`config.mk`:
```
export PLATFORM = sky130hd
export DESIGN_NAME = layer2_argmax
export DESIGN_NICKNAME = d
export VERILOG_FILES = /design/src/rtl/layer2_argmax_pkg.sv /design/src/rtl/argmax_cmp.sv /design/src/rtl/layer2_argmax.sv
export SDC_FILE = /design/constraint.sdc
export NUM_CORES = 1
export LEC_CHECK = 0
export CAP_MARGIN = 0
export CORE_AREA = 2 2 136 138
export CTS_CLUSTER_SIZE = 14
export DETAILED_ROUTE_END_ITERATION = 10
export DIE_AREA = 0 0 138 140
export GPL_TIMING_DRIVEN = 1
export PLACE_DENSITY = 0.89
export SLEW_MARGIN = 20
export SYNTH_ARGS = -nofsm -noshare
export SYNTH_HDL_FRONTEND = slang
export SYNTH_HIERARCHICAL = 1
export SYNTH_SLANG_ARGS = --single-unit
```
`constraint.sdc`:
```
create_clock -name clk -period 11 [get_ports clk]
set_input_delay 1.1 -clock clk [delete_from_list [all_inputs] [get_ports clk]]
set_output_delay 1.1 -clock clk [all_outputs]
set_load 0.02 [all_outputs]
```
`src/rtl/layer2_argmax_pkg.sv`:
```
// rtl/layer2_argmax_pkg.sv - shared sizes and FSM state encoding for the layer-2 argmax readout
package layer2_argmax_pkg;

    localparam int LAYER_2_NUM_CLASSES     = 10;
    localparam int LAYER_2_CLASS_IDX_WIDTH = 4;
    localparam int LAYER_2_OUT_BIT_WIDTH   = 16;

    typedef enum logic [1:0] {
        ARGMAX_IDLE = 2'd0,
        ARGMAX_SCAN = 2'd1,
        ARGMAX_HOLD = 2'd2
    } argmax_state_e;

endpackage

```
`src/rtl/argmax_cmp.sv`:
```
// rtl/argmax_cmp.sv - combinational signed greater-than / equal comparator
module argmax_cmp #(
    parameter int W = 16
) (
    input  logic [W-1:0] a,
    input  logic [W-1:0] b,
    output logic         gt,
    output logic         eq
);

    assign gt = $signed(a) > $signed(b);
    assign eq = (a == b);

endmodule

```
`src/rtl/layer2_argmax.sv`:
```
// rtl/layer2_argmax.sv - serial signed argmax over captured layer-2 sums; ARGMAX_TIE_FLAG_EN adds tie_out
module layer2_argmax
    import layer2_argmax_pkg::*;
#(
    parameter int NUM_CLASSES = LAYER_2_NUM_CLASSES,
    parameter int SUM_W       = LAYER_2_OUT_BIT_WIDTH,
    parameter int IDX_W       = LAYER_2_CLASS_IDX_WIDTH
) (
    input  logic                         clk,
    input  logic                         clr,
    input  logic [NUM_CLASSES*SUM_W-1:0] sums_in,
    input  logic                         sums_valid,
    output logic                         sums_ready,
    output logic [IDX_W-1:0]             class_out,
    output logic [SUM_W-1:0]             max_out,
    output logic                         class_valid,
    input  logic                         class_ready,
    output logic                         busy
`ifdef ARGMAX_TIE_FLAG_EN
    ,
    output logic                         tie_out
`endif
);

    argmax_state_e state, next_state;

    logic [SUM_W-1:0] shadow [NUM_CLASSES];
    logic [SUM_W-1:0] best;
    logic [IDX_W-1:0] best_idx;
    logic [IDX_W-1:0] idx;
    logic [SUM_W-1:0] entry;
    logic             cmp_gt;
    logic             cmp_eq;
    logic             accept;
    logic             last_cmp;

    assign entry    = shadow[idx];
    assign accept   = (state == ARGMAX_IDLE) && sums_valid;
    assign last_cmp = (state == ARGMAX_SCAN) && (idx == IDX_W'(NUM_CLASSES - 1));

    argmax_cmp #(.W(SUM_W)) u_cmp (
        .a  (entry),
        .b  (best),
        .gt (cmp_gt),
        .eq (cmp_eq)
    );

    always_ff @(posedge clk) begin
        if (!clr) state <= ARGMAX_IDLE;
        else      state <= next_state;
    end

    always_comb begin
        next_state = state;
        case (state)
            ARGMAX_IDLE: if (sums_valid)  next_state = ARGMAX_SCAN;
            ARGMAX_SCAN: if (last_cmp)    next_state = ARGMAX_HOLD;
            ARGMAX_HOLD: if (class_ready) next_state = ARGMAX_IDLE;
            default:                      next_state = ARGMAX_IDLE;
        endcase
    end

    always_comb begin
        sums_ready  = (state == ARGMAX_IDLE) && clr;
        class_valid = (state == ARGMAX_HOLD);
        busy        = (state != ARGMAX_IDLE);
    end

    // Strict compare keeps the lowest index on ties; result latched on the final compare.
    always_ff @(posedge clk) begin
        if (!clr) begin
            for (int m = 0; m < NUM_CLASSES; m++) shadow[m] <= '0;
            best      <= '0;
            best_idx  <= '0;
            idx       <= '0;
            class_out <= '0;
            max_out   <= '0;
        end else if (accept) begin
            for (int m = 0; m < NUM_CLASSES; m++) shadow[m] <= sums_in[m*SUM_W +: SUM_W];
            best     <= sums_in[SUM_W-1:0];
            best_idx <= '0;
            idx      <= IDX_W'(1);
        end else if (state == ARGMAX_SCAN) begin
            if (cmp_gt) begin
                best     <= entry;
                best_idx <= idx;
            end
            idx <= idx + IDX_W'(1);
            if (last_cmp) begin
                class_out <= cmp_gt ? idx : best_idx;
                max_out   <= cmp_gt ? entry : best;
            end
        end
    end

`ifdef ARGMAX_TIE_FLAG_EN
    logic tie_acc;

    always_ff @(posedge clk) begin
        if (!clr) begin
            tie_acc <= 1'b0;
            tie_out <= 1'b0;
        end else if (accept) begin
            tie_acc <= 1'b0;
        end else if (state == ARGMAX_SCAN) begin
            if (cmp_gt)      tie_acc <= 1'b0;
            else if (cmp_eq) tie_acc <= 1'b1;
            if (last_cmp) tie_out <= cmp_gt ? 1'b0 : (cmp_eq ? 1'b1 : tie_acc);
        end
    end
`else
    logic unused_eq;
    assign unused_eq = cmp_eq;
`endif

endmodule
```
Word level (Yosys, flattened, before mapping)
Memory sizes are Yosys's and may differ from the RTL's.
Cells that the tools add are included.
{"block": "totals", "reg_bits": 46, "mem_bits_rw": 160, "in_bits": 164, "out_inout_bits": 23, "elab_cells": 61, "mem_count": 1}
{"block": "classes", "addsub": 1, "order_cmp": 1, "eq_ne": 6, "muxes": 24, "bitwise_logic": 12, "reduce_logical": 9}
{"memory": "shadow", "words": 10, "width": 16, "read_ports": 1, "rd_ports_with_merged_regs": 0, "write_ports": 10, "line_no": "layer2_argmax.sv:27", "text": "logic [SUM_W-1:0] shadow [NUM_CLASSES];"}
{"op": "16-bit two-way mux", "count": 13}
{"op": "16-bit > comparator", "count": 1}
{"op": "1-bit bitwise OR", "count": 10}
{"op": "1-bit two-way mux", "count": 6}
{"op": "2-bit two-way mux", "count": 3}
{"op": "2-bit one-hot mux with 3 select lines", "count": 1}
{"op": "3-bit AND reduction", "count": 2}
{"op": "4-bit by 1-bit adder with 4-bit output (second input constant)", "count": 1}
{"op": "4-bit == test (second input constant)", "count": 1}
{"op": "4-bit two-way mux", "count": 1}
{"op": "2-bit inequality test (second input constant)", "count": 2}
{"op": "2-bit nonzero test", "count": 2}
{"op": "1-bit logical AND", "count": 3}
{"op": "2-bit by 1-bit == test with 1-bit output (second input constant)", "count": 1}
{"op": "2-bit == test (second input constant)", "count": 1}
{"op": "2-bit zero test", "count": 1}
{"op": "2-bit by 1-bit inequality test with 1-bit output (second input constant)", "count": 1}
{"op": "1-bit NOT", "count": 2}
{"op": "2-bit OR reduction", "count": 1}

Longest topological paths before layout
Gate-level depths: netlist (run 1).
{"block": "logic_depth", "word_depth": 6, "ltp_mapped": 20, "ltp_nobuf": 14}

Modules after synthesis
Netlist (run 1), hierarchy kept.
{"module": "layer2_argmax", "n_inst": 1, "cells_per_inst": 763, "area_per_inst_um2": 9576.7, "seq_area_each_um2": 5725.5}
{"module": "argmax_cmp", "n_inst": 1, "cells_per_inst": 61, "area_per_inst_um2": 426.7, "seq_area_each_um2": 0.0}

Least setup slack after synthesis (run 1)
No wires, ideal clock.
{"block": "synth_timing", "path_kind": "input to register", "from": "input sums_valid", "to": "memory shadow[0][0] (netlist bit), enable pin", "setup_ns": 0.531, "t_arrival_ns": 5.240, "required_time_ns": 10.469, "slack_ns": 5.229, "cell_stages": 4, "n_path_buf": 2, "path_cell_list": "or3b_1 -> buf_4 -> buf_2 -> nand2_1"}
{"item": "start: declaration", "line_no": "layer2_argmax.sv:12", "text": "input logic sums_valid,"}
{"item": "end: declaration", "line_no": "layer2_argmax.sv:27"}

Final worst setup path (run 1)
{"block": "layout_timing", "from": "register idx[0]", "to": "register max_out[2]"}
{"block": "layout_between", "elab_chain_cells": 3, "word_cells_on_any_way": 6, "classes_between": "order compare: 1; eq/ne: 1; mux: 1; reduce/logical: 2; memory: 1"}
{"item": "start: declaration", "line_no": "layer2_argmax.sv:30", "text": "logic [IDX_W-1:0] idx;"}
{"item": "start signal: assignment", "line_no": "layer2_argmax.sv:88", "text": "idx <= idx + IDX_W'(1);"}
{"item": "memory 10 x 16 bit"}
{"item": "net entry[10]", "line_no": "layer2_argmax.sv:31", "text": "logic [SUM_W-1:0] entry;"}
{"item": "16-bit > comparator", "line_no": "argmax_cmp.sv:11", "text": "assign gt = $signed(a) > $signed(b);"}
{"item": "net cmp_gt", "line_no": "layer2_argmax.sv:32", "text": "logic cmp_gt;"}
{"item": "16-bit two-way mux"}
{"item": "end signal: assignment", "line_no": "layer2_argmax.sv:91", "text": "max_out <= cmp_gt ? entry : best;"}
{"item": "end: declaration", "line_no": "layer2_argmax.sv:15", "text": "output logic [SUM_W-1:0] max_out,"}
The timed path passes the listed nets, and every way through them passes these cells.
A chain may end at the register's enable or synchronous reset.

==> impl_metrics.csv, run 1 <==
group,metric,value,unit
route,wl,23300,um
clock_tree,postCtsHoldBufs,0,
power,peakVddDrop,99.0,uV
route,wl_per_cell,19.0,um
global_routing,grt_max_degree,126,
placement,place_area,0.0119,mm^2
synth,synth_cells,823,
power,seqPwrFrac,47.9,%
critical_path,cp_num_cells,14,
sta,fin_skew,25.0,ps
global_routing,grt_usage,23.6,%
critical_path,cp_max_fo,66,
final_layout,final.fill_count,1216,
clock_tree,cts_resized,0,
floorplanning,coreArea,0.0178,mm^2
clock_tree,clk_latency,510,ps
clock_tree,tritoncts,"built",
global_routing,overflow,0,
route,postRouteAntennaNets,0,
floorplanning,start_util,56.2,%
clock_tree,cts_buffers,21,
clock_tree,cts_num_sinks,206,
final_layout,syn_to_final_growth,25.5,%
power,leakagePower,4.72,nW
clock_tree,clockBufferDepth,3,
synth,postSynthAreaPerCell,12.2,um^2
power,p_int,1.44,mW
critical_path,critPathMaxStageDelay,880,ps
clock_tree,cts_root_buffer,"clkbuf_16",
power,p_clk_share,35.7,%
final_layout,regArea,0.00573,mm^2
sta,min_period,5660,ps
placement,dp_hpwl,15600,um
synth,ys_warn_count,6,
sta,fin_setup_tns,0,ps
clock_tree,ctsHtreeMaxLevel,1,
sta,rsz0062_at_grt,"no",
sta,final_hold_viol_count,0,
route,drc,0,
final_layout,antennaDiodeCount,0,
hold_path,hold_path.class,"register to register",
critical_path,required,11400,ps
final_layout,fin_cells,1226,
sta,relSlewSlack,29.6,%
route,dr.first_iter.drc_count,675,
placement,dp.cells,1187,
final_layout,multi_input_area,0.00383,mm^2
final_layout,layout-drive-gt1-share,9.43,%
power,total_power,1.92,mW
power,p_comb_share,16.4,%
floorplanning,rows,49,
route,dr_total_vias,6869,
power,netSwitchingFraction,24.9,%
placement,portBuffers,186,
global_routing,use_met1,30.7,%
critical_path,cp_slowest_cell,"mux2i_1",
critical_path,path_cells,"buf_4 > mux2_2 > o22ai_1 > nand2b_1 > o21ai_0 > ha_1 > a21o_1 > a21oi_1 > a21oi_1 > a211oi_1 > mux2i_1 > and2_1 > a22oi_1 > a211oi_1",
critical_path,cp.arrival,6060,ps
power,power_switching,478,uW
clock_tree,postCtsSetupRepairBufs,0,
floorplanning,ioPinCount,187,
placement,gp_congestion,0.878,
floorplanning,dieArea,0.0193,mm^2
route,vias_per_cell,5.60,
synth,syn_nets,1005,
critical_path,path_delay_family,"compound AO/OA/AOI/OAI gates",
route,drtPass1Iterations,6,
sta,min_period_over_period,51.5,%
global_routing,grt_use_met3,4.27,%
sta,report.final.slew_viol_count,0,
global_routing,grt_pass1_wl,36100,um
sta,whs,498,ps
critical_path,cp.buffers_inverters,1,
outcome,status,"finished, final reports clean",
global_routing,top_usage_layer,"met2",
synth,syn-cell-area,0.0100,mm^2
final_layout,nNetsFinal,1164,
sta,worstMarginPinSlew,1030,ps
global_routing,met2_usage,41.5,%
sta,final-setup-viol-count,0,
power,powerDensity,153,mW/mm^2
floorplanning,die_w,138,um
critical_path,rrSetupSlack,5340,ps
final_layout,stdcell_area,0.0125,mm^2
clock_tree,path_clk_slew,60,ps
critical_path,start_kind,"register",
global_routing,grt_pass1_vias,6737,
floorplanning,die_h,140,um
sta,fmax,177,MHz
global_routing,antenna_found_initial,0,
job,maxCapViolations,0,
critical_path,cp-end-kind,"register",
hold_path,hold_depth,2,
critical_path,crit_type,"register to register",
critical_path,r2r_cells,14,
## layout make-up
| class | count | area share, % |
|---|---|---|
| clock buffer | 25 | 4.31 |
| clock inverter | 13 | 0.907 |
| inverter | 23 | 0.688 |
| multi-input combinational | 533 | 30.5 |
| sequential | 206 | 45.7 |
| tap | 229 | 2.28 |
| timing repair buffer | 197 | 15.7 |
## layout by cell type, fill, tap and decap left out, types with 26 or more instances in the layout
master             n
nor2_1            32
edfxtp_1         160
clkdlybuf4s50_1  186
and2_1           161
mux2_2            48
dfxtp_1           45
mux2i_1           40
a22oi_1           28
nand3b_1          31
nand2_1           26
## flip-flops by register name (all words and copies together) (netlist names)
name       cells
best          16
best_idx       4
class_out      4
idx            4
max_out       16
shadow       160
state          2
## per-layer routing
metal,share of wire (%),wire [um],up-vias
li1,-,-,3280
met2,50,11700,318
met4,1.9,437,0
met1,40,9260,3231
met3,8.0,1870,40
met5,0,0,-
## final timing paths
kind                from          end
min          max_out[14]  max_out[14]
min reg2reg  max_out[14]  max_out[14]
max               idx[0]   max_out[2]
max reg2reg       idx[0]   max_out[2]
## power by group through the flow
stage / Combinational, mW / Sequential (mW) / Clock [mW]
after floorplan: 0.201 / 0.930 / 0
after global placement: 0.297 / 0.933 / 0
after detailed placement: 0.304 / 0.936 / 0
after CTS: 0.310 / 0.920 / 0.690
after global routing: 0.342 / 0.925 / 0.715
final: 0.316 / 0.920 / 0.686
## worst register-to-register path, stage by stage (launching register included)
cell and delay, ps:
dfxtp_4 590, buf_4 760, mux2_2 450, o22ai_1 220, nand2b_1 160, o21ai_0 120, ha_1 390, a21o_1 200
a21oi_1 150, a21oi_1 80, a211oi_1 260, mux2i_1 880, and2_1 710, a22oi_1 300, a211oi_1 290
## stage by stage
stage	setup WS (ps)	utilization (%)
after detailed placement	5380	66.7
after global routing	4990	70.6
after global placement	5530	66.7
final	5340	70.6
after floorplan	5230	-
after CTS	5240	70.4
(Power assumes the default switching activity.)
==> run 2, diff against run 1 <==
--- a/config.mk
+++ b/config.mk
@@ -6,12 +6,12 @@
 export NUM_CORES = 1
 export LEC_CHECK = 0
 export CAP_MARGIN = 0
-export CORE_AREA = 2 2 136 138
+export CORE_AREA = 2 2 141 143
 export CTS_CLUSTER_SIZE = 14
 export DETAILED_ROUTE_END_ITERATION = 10
-export DIE_AREA = 0 0 138 140
+export DIE_AREA = 0 0 143 145
 export GPL_TIMING_DRIVEN = 1
-export PLACE_DENSITY = 0.89
+export PLACE_DENSITY = 0.84
 export SLEW_MARGIN = 20
 export SYNTH_ARGS = -nofsm -noshare
 export SYNTH_HDL_FRONTEND = slang
==> constraint.sdc (replaced) <==
create_clock -name clk -period 5.6 [get_ports clk]
set_input_delay 0.56 -clock clk [delete_from_list [all_inputs] [get_ports clk]]
set_output_delay 0.56 -clock clk [all_outputs]
set_load 0.02 [all_outputs]
==> impl_metrics.csv, run 2 (synthesis results as in run 1) <==
group,metric,value,unit
sta,fin_skew,7.11,ps
final_layout,syn_to_final_growth,26.0,%
power,netSwitchingFraction,24.8,%
final_layout,mostFrequentLayoutCells,"186 x clkdlybuf4s50_1, 161 x and2_1, 160 x edfxtp_1, 48 x mux2_2, 45 x dfxtp_1",
outcome,status,"finished, final reports clean",
sta,min_period,4610,ps
sta,whs,500,ps
power,p_comb_share,16.6,%
final_layout,layout_commonest_cell,"clkdlybuf4s50_1",
final_layout,largest_register_ffs,160,
floorplanning,die_h,145,um
critical_path,cp_max_fo,50,
global_routing,antenna_found_initial,0,
clock_tree,path_clk_slew,60,ps
floorplanning,start_util,52.1,%
sta,final_hold_viol_count,0,
critical_path,path_delay_family,"compound AO/OA/AOI/OAI gates",
power,leakagePower,4.72,nW
global_routing,grt_pass1_wl,36200,um
floorplanning,dieArea,0.0207,mm^2
global_routing,grt_pass1_vias,6817,
power,p_clk_share,34.8,%
sta,final-setup-viol-count,0,
power,peakVddDrop,189,uV
clock_tree,ctsHtreeMaxLevel,1,
global_routing,grt_usage,22.4,%
clock_tree,cts_root_buffer,"clkbuf_16",
critical_path,cp.arrival,5000,ps
clock_tree,postCtsHoldBufs,0,
critical_path,start_kind,"register",
final_layout,layout-drive-gt1-share,9.60,%
power,power_switching,926,uW
clock_tree,cts_buffers,22,
final_layout,largest_register,"shadow",
job,maxCapViolations,0,
route,wl,23300,um
global_routing,overflow,0,
floorplanning,die_w,143,um
sta,fmax,217,MHz
route,postRouteAntennaNets,0,
floorplanning,coreArea,0.0192,mm^2
sta,report.final.slew_viol_count,0,
placement,portBuffers,186,
placement,dp_hpwl,16300,um
sta,min_period_over_period,82.3,%
route,dr.first_iter.drc_count,639,
route,drc,0,
route,vias_per_cell,5.44,
critical_path,crit_type,"register to register",
critical_path,path_cells,"buf_4 > mux2i_1 > a22oi_1 > nand2b_1 > o21ai_0 > ha_1 > a21oi_1 > o21ai_0 > a21o_1 > a211oi_1 > mux2i_1 > buf_4 > and2_1 > a22oi_1 > a211oi_1",
sta,rsz0062_at_grt,"no",
clock_tree,tritoncts,"built",
critical_path,critPathMaxStageDelay,800,ps
power,powerDensity,296,mW/mm^2
final_layout,nNetsFinal,1168,
route,dr_total_vias,6882,
power,seqPwrFrac,48.6,%
final_layout,reg_top3,"shadow (160), best (16), max_out (16)",
route,wl_per_cell,18.4,um
clock_tree,clk_latency,500,ps
route,drtPass1Iterations,6,
power,p_int,2.80,mW
floorplanning,ioPinCount,187,
final_layout,antennaDiodeCount,0,
critical_path,cp-end-kind,"register",
placement,gp_congestion,0.909,
global_routing,grt_max_degree,91,
clock_tree,cts_resized,0,
sta,worstMarginPinSlew,1080,ps
final_layout,final.fill_count,1388,
sta,fin_setup_tns,0,ps
floorplanning,rows,51,
hold_path,hold_path.class,"register to register",
critical_path,cp_slowest_cell,"dfxtp_4",
critical_path,cp.buffers_inverters,2,
clock_tree,clockBufferDepth,3,
clock_tree,postCtsSetupRepairBufs,0,
sta,relSlewSlack,27.9,%
critical_path,required,6000,ps
clock_tree,cts_num_sinks,206,
[run 2: cell count changes in the layout (fill, tap and decap cells not counted), moves of 2 or more]
cell,previous run,this run
buf_12,0,2
buf_4,10,12
bufinv_16,2,0
clkbuf_16,21,23
[run 2: worst paths after layout]
path | startpoint | to | slack [ps] | cells past startpoint
worst max-delay path | idx[0] | max_out[3] | 990 | 15
worst min register to register | class_out[3] | class_out[3] | 500 | 2
worst max register to register | idx[0] | max_out[3] | 990 | 15
worst min-delay path | class_out[3] | class_out[3] | 500 | 2
[run 2: metrics by stage]
stage               instances  area [um^2]  utilization, %  power, mW  setup slack (ps)
floorplan                 823        10000               -       2.22               369
detailed placement       1227        12000            62.3       2.45              1080
global route             1265        12600            65.6       3.85               669
global placement         1227        12000            62.3       2.43              1210
CTS                      1265        12600            65.6       3.73              1030
finish                   1265        12600            65.6       3.73               993
[run 2: final cells by class]
type / count / area, um^2 / share of cell area [%]
clock buffer: 26 / 587 / 4.66
timing repair buffer: 200 / 1990 / 15.8
sequential: 206 / 5730 / 45.5
clock inverter: 12 / 52.6 / 0.417
tap: 265 / 332 / 2.63
multi-input combinational: 533 / 3820 / 30.3
inverter: 23 / 86.3 / 0.685
[run 2: power groups by stage]
stage          sequential (mW)  clock (mW)  combinational [mW]
3_5_place_dp              1.84           0               0.606
5_1_grt                   1.82        1.36               0.667
6_report                  1.81        1.30               0.618
3_3_place_gp              1.84           0               0.592
2_1_floorplan             1.83           0               0.395
4_1_cts                   1.81        1.31               0.610
[run 2: layer usage]
layer,wire [um],up-vias,track usage [%]
met5,0,-,0
met4,1030,0,10.5
met3,1800,69,4.03
met2,11200,350,35.6
met1,9260,3164,29.7
li1,-,3299,-
[run 2: tightest hold or removal path: stages (launching register included)]
cell and delay, ps:
dfxtp_1 310, nor2_1 100, a211oi_1 50
==> run 3, diff against run 2 <==
--- a/config.mk
+++ b/config.mk
@@ -6,12 +6,12 @@
 export NUM_CORES = 1
 export LEC_CHECK = 0
 export CAP_MARGIN = 0
-export CORE_AREA = 2 2 141 143
+export CORE_AREA = 2 2 148 150
 export CTS_CLUSTER_SIZE = 14
 export DETAILED_ROUTE_END_ITERATION = 10
-export DIE_AREA = 0 0 143 145
+export DIE_AREA = 0 0 150 152
 export GPL_TIMING_DRIVEN = 1
-export PLACE_DENSITY = 0.84
+export PLACE_DENSITY = 0.8
 export SLEW_MARGIN = 20
 export SYNTH_ARGS = -nofsm -noshare
 export SYNTH_HDL_FRONTEND = slang
==> constraint.sdc (replaced) <==
create_clock -name clk -period 4.2 [get_ports clk]
set_input_delay 0.42 -clock clk [delete_from_list [all_inputs] [get_ports clk]]
set_output_delay 0.42 -clock clk [all_outputs]
set_load 0.02 [all_outputs]
==> impl_metrics.csv, run 3 (synthesis results as in run 1) <==
group,metric,value,unit
outcome,status,"finished, final reports clean",
power,leakagePower,4.82,nW
global_routing,grt_max_degree,85,
clock_tree,tritoncts,"built",
route,dr_total_vias,6951,
power,seqPwrFrac,46.7,%
sta,fmax,253,MHz
sta,relSlewSlack,29.6,%
clock_tree,ctsHtreeMaxLevel,1,
placement,dp_hpwl,17000,um
sta,final_hold_viol_count,0,
clock_tree,cts_buffers,21,
clock_tree,cts_root_buffer,"clkbuf_16",
final_layout,antennaDiodeCount,0,
sta,report.final.slew_viol_count,0,
critical_path,path_cells,"buf_4 > nand2_1 > buf_4 > o22ai_1 > nand2b_1 > o21ai_0 > ha_1 > a21o_1 > a21oi_1 > a21oi_1 > a211oi_1 > mux2i_2 > inv_1 > a22oi_1 > a211oi_1",
floorplanning,dieArea,0.0228,mm^2
floorplanning,coreArea,0.0214,mm^2
global_routing,grt_usage,21.0,%
global_routing,met2_usage,35.3,%
route,postRouteAntennaNets,0,
power,total_power,5.13,mW
final_layout,largest_register,"shadow",
floorplanning,ioPinCount,187,
sta,fin_skew,6.93,ps
sta,min_period,3950,ps
sta,worst_slack,245,ps
job,maxCapViolations,0,
route,wl_per_cell,18.7,um
placement,place_ws,-3.01,ps
final_layout,nNetsFinal,1178,
power,p_int,3.88,mW
final_layout,final.fill_count,1712,
final_layout,syn_to_final_growth,28.0,%
sta,rsz0062_at_grt,"no",
power,peakVddDrop,220,uV
global_routing,grt_use_met3,3.06,%
critical_path,crit_type,"register to register",
route,vias_per_cell,5.39,
power,netSwitchingFraction,24.3,%
final_layout,multi_input_area,0.00385,mm^2
final_layout,final_util,60.0,%
clock_tree,postCtsHoldBufs,0,
final_layout,layout-drive-gt1-share,11.5,%
route,dr.first_iter.drc_count,544,
placement,gp_congestion,0.884,
global_routing,top_usage_layer,"met2",
critical_path,cp_max_fo,16,
clock_tree,path_clk_slew,60,ps
power,p_comb_share,17.1,%
placement,dp.cells,1250,
global_routing,grt_pass1_vias,6783,
floorplanning,die_w,150,um
global_routing,overflow,0,
final_layout,reg_top3,"shadow (160), best (16), max_out (16)",
clock_tree,cts_num_sinks,206,
route,drc,0,
global_routing,grt_pass1_wl,37300,um
route,wl,24100,um
floorplanning,die_h,152,um
power,power_switching,1.25,mW
final_layout,layout_commonest_cell,"clkdlybuf4s50_1",
hold_path,hold_path.class,"register to register",
final_layout,largest_register_ffs,160,
power,p_clk_share,36.1,%
critical_path,start_kind,"register",
placement,portBuffers,186,
final_layout,regArea,0.00573,mm^2
route,drtPass1Iterations,5,
final_layout,fin_cells,1289,
clock_tree,clk_latency,490,ps
critical_path,cp.arrival,4290,ps
critical_path,required,4530,ps
critical_path,cp_slowest_cell,"dfxtp_1",
power,powerDensity,401,mW/mm^2
global_routing,antenna_found_initial,0,
critical_path,critPathMaxStageDelay,400,ps
critical_path,rrSetupSlack,250,ps
sta,final-setup-viol-count,0,
critical_path,cp-end-kind,"register",
clock_tree,clockBufferDepth,3,
sta,worstMarginPinSlew,1060,ps
floorplanning,start_util,46.8,%
global_routing,use_met1,28.7,%
floorplanning,rows,54,
final_layout,mostFrequentLayoutCells,"186 x clkdlybuf4s50_1, 160 x and2_1, 160 x edfxtp_1, 48 x mux2_2, 45 x dfxtp_1",
sta,min_period_over_period,94.2,%
[run 3: changes by cell type in the layout (fill, tap and decap cells not counted), sizes merged]
| cell | previous run | this run |
|---|---|---|
| buf | 14 | 25 |
| bufinv | 0 | 3 |
| clkbuf | 26 | 25 |
| clkinv | 11 | 8 |
| clkinvlp | 1 | 0 |
[run 3: final timing paths]
| check | depth (start not counted) | start | endpoint |
|---|---|---|---|
| max reg2reg | 15 | idx[2] | max_out[2] |
| max | 15 | idx[2] | max_out[2] |
| min | 2 | best_idx[0] | best_idx[0] |
| min reg2reg | 2 | best_idx[0] | best_idx[0] |
[run 3: stage by stage]
step / hold WS [ps] / instance area (um^2) / TNS (ps)
after floorplan: 458 / 10000 / 0
after global placement: 474 / 12100 / 0
after detailed placement: 488 / 12100 / -3.01
after CTS: 501 / 12800 / 0
after global routing: 522 / 12800 / 0
final: 497 / 12800 / 0
[run 3: layout make-up]
cell class / instances / share of cell area (%)
sequential: 206 / 44.8
timing repair buffer: 211 / 16.5
clock inverter: 11 / 0.997
inverter: 23 / 0.674
clock buffer: 25 / 4.26
multi-input combinational: 533 / 30.1
tap: 280 / 2.74
[run 3: power groups by stage]
stage | Clock, mW | Sequential (mW) | Combinational (mW)
after floorplan | 0 | 2.43 | 0.527
after global placement | 0 | 2.44 | 0.834
after detailed placement | 0 | 2.44 | 0.841
after CTS | 1.88 | 2.40 | 0.847
after global routing | 1.97 | 2.41 | 0.949
final | 1.85 | 2.40 | 0.880
[run 3: layer usage]
layer,wire length [um],part of all wire [%]
met2,11800,49
met1,10000,42
met5,0,0
met3,1760,7.3
met4,473,2.0
[run 3: worst max-delay path, delay by kind of cell, from the launching register on]
kind | cells | cell delay (ps)
AO/OA/AOI/OAI | 8 | 1680
buffers and inverters | 3 | 730
flip-flops | 1 | 400
multiplexers | 1 | 360
adder cells (fa/ha/maj) | 1 | 350
AND/OR/NAND/NOR | 2 | 260
[run 3: timing repair]
| action | CTS | global route |
|---|---|---|
| hold endpoints to repair | 0 | 0 |
| gates cloned | 0 | 0 |
| endpoints found under the setup margin | 17 | 26 |
| buffers inserted | 0 | 3 |
| resized for setup | 2 | 3 |
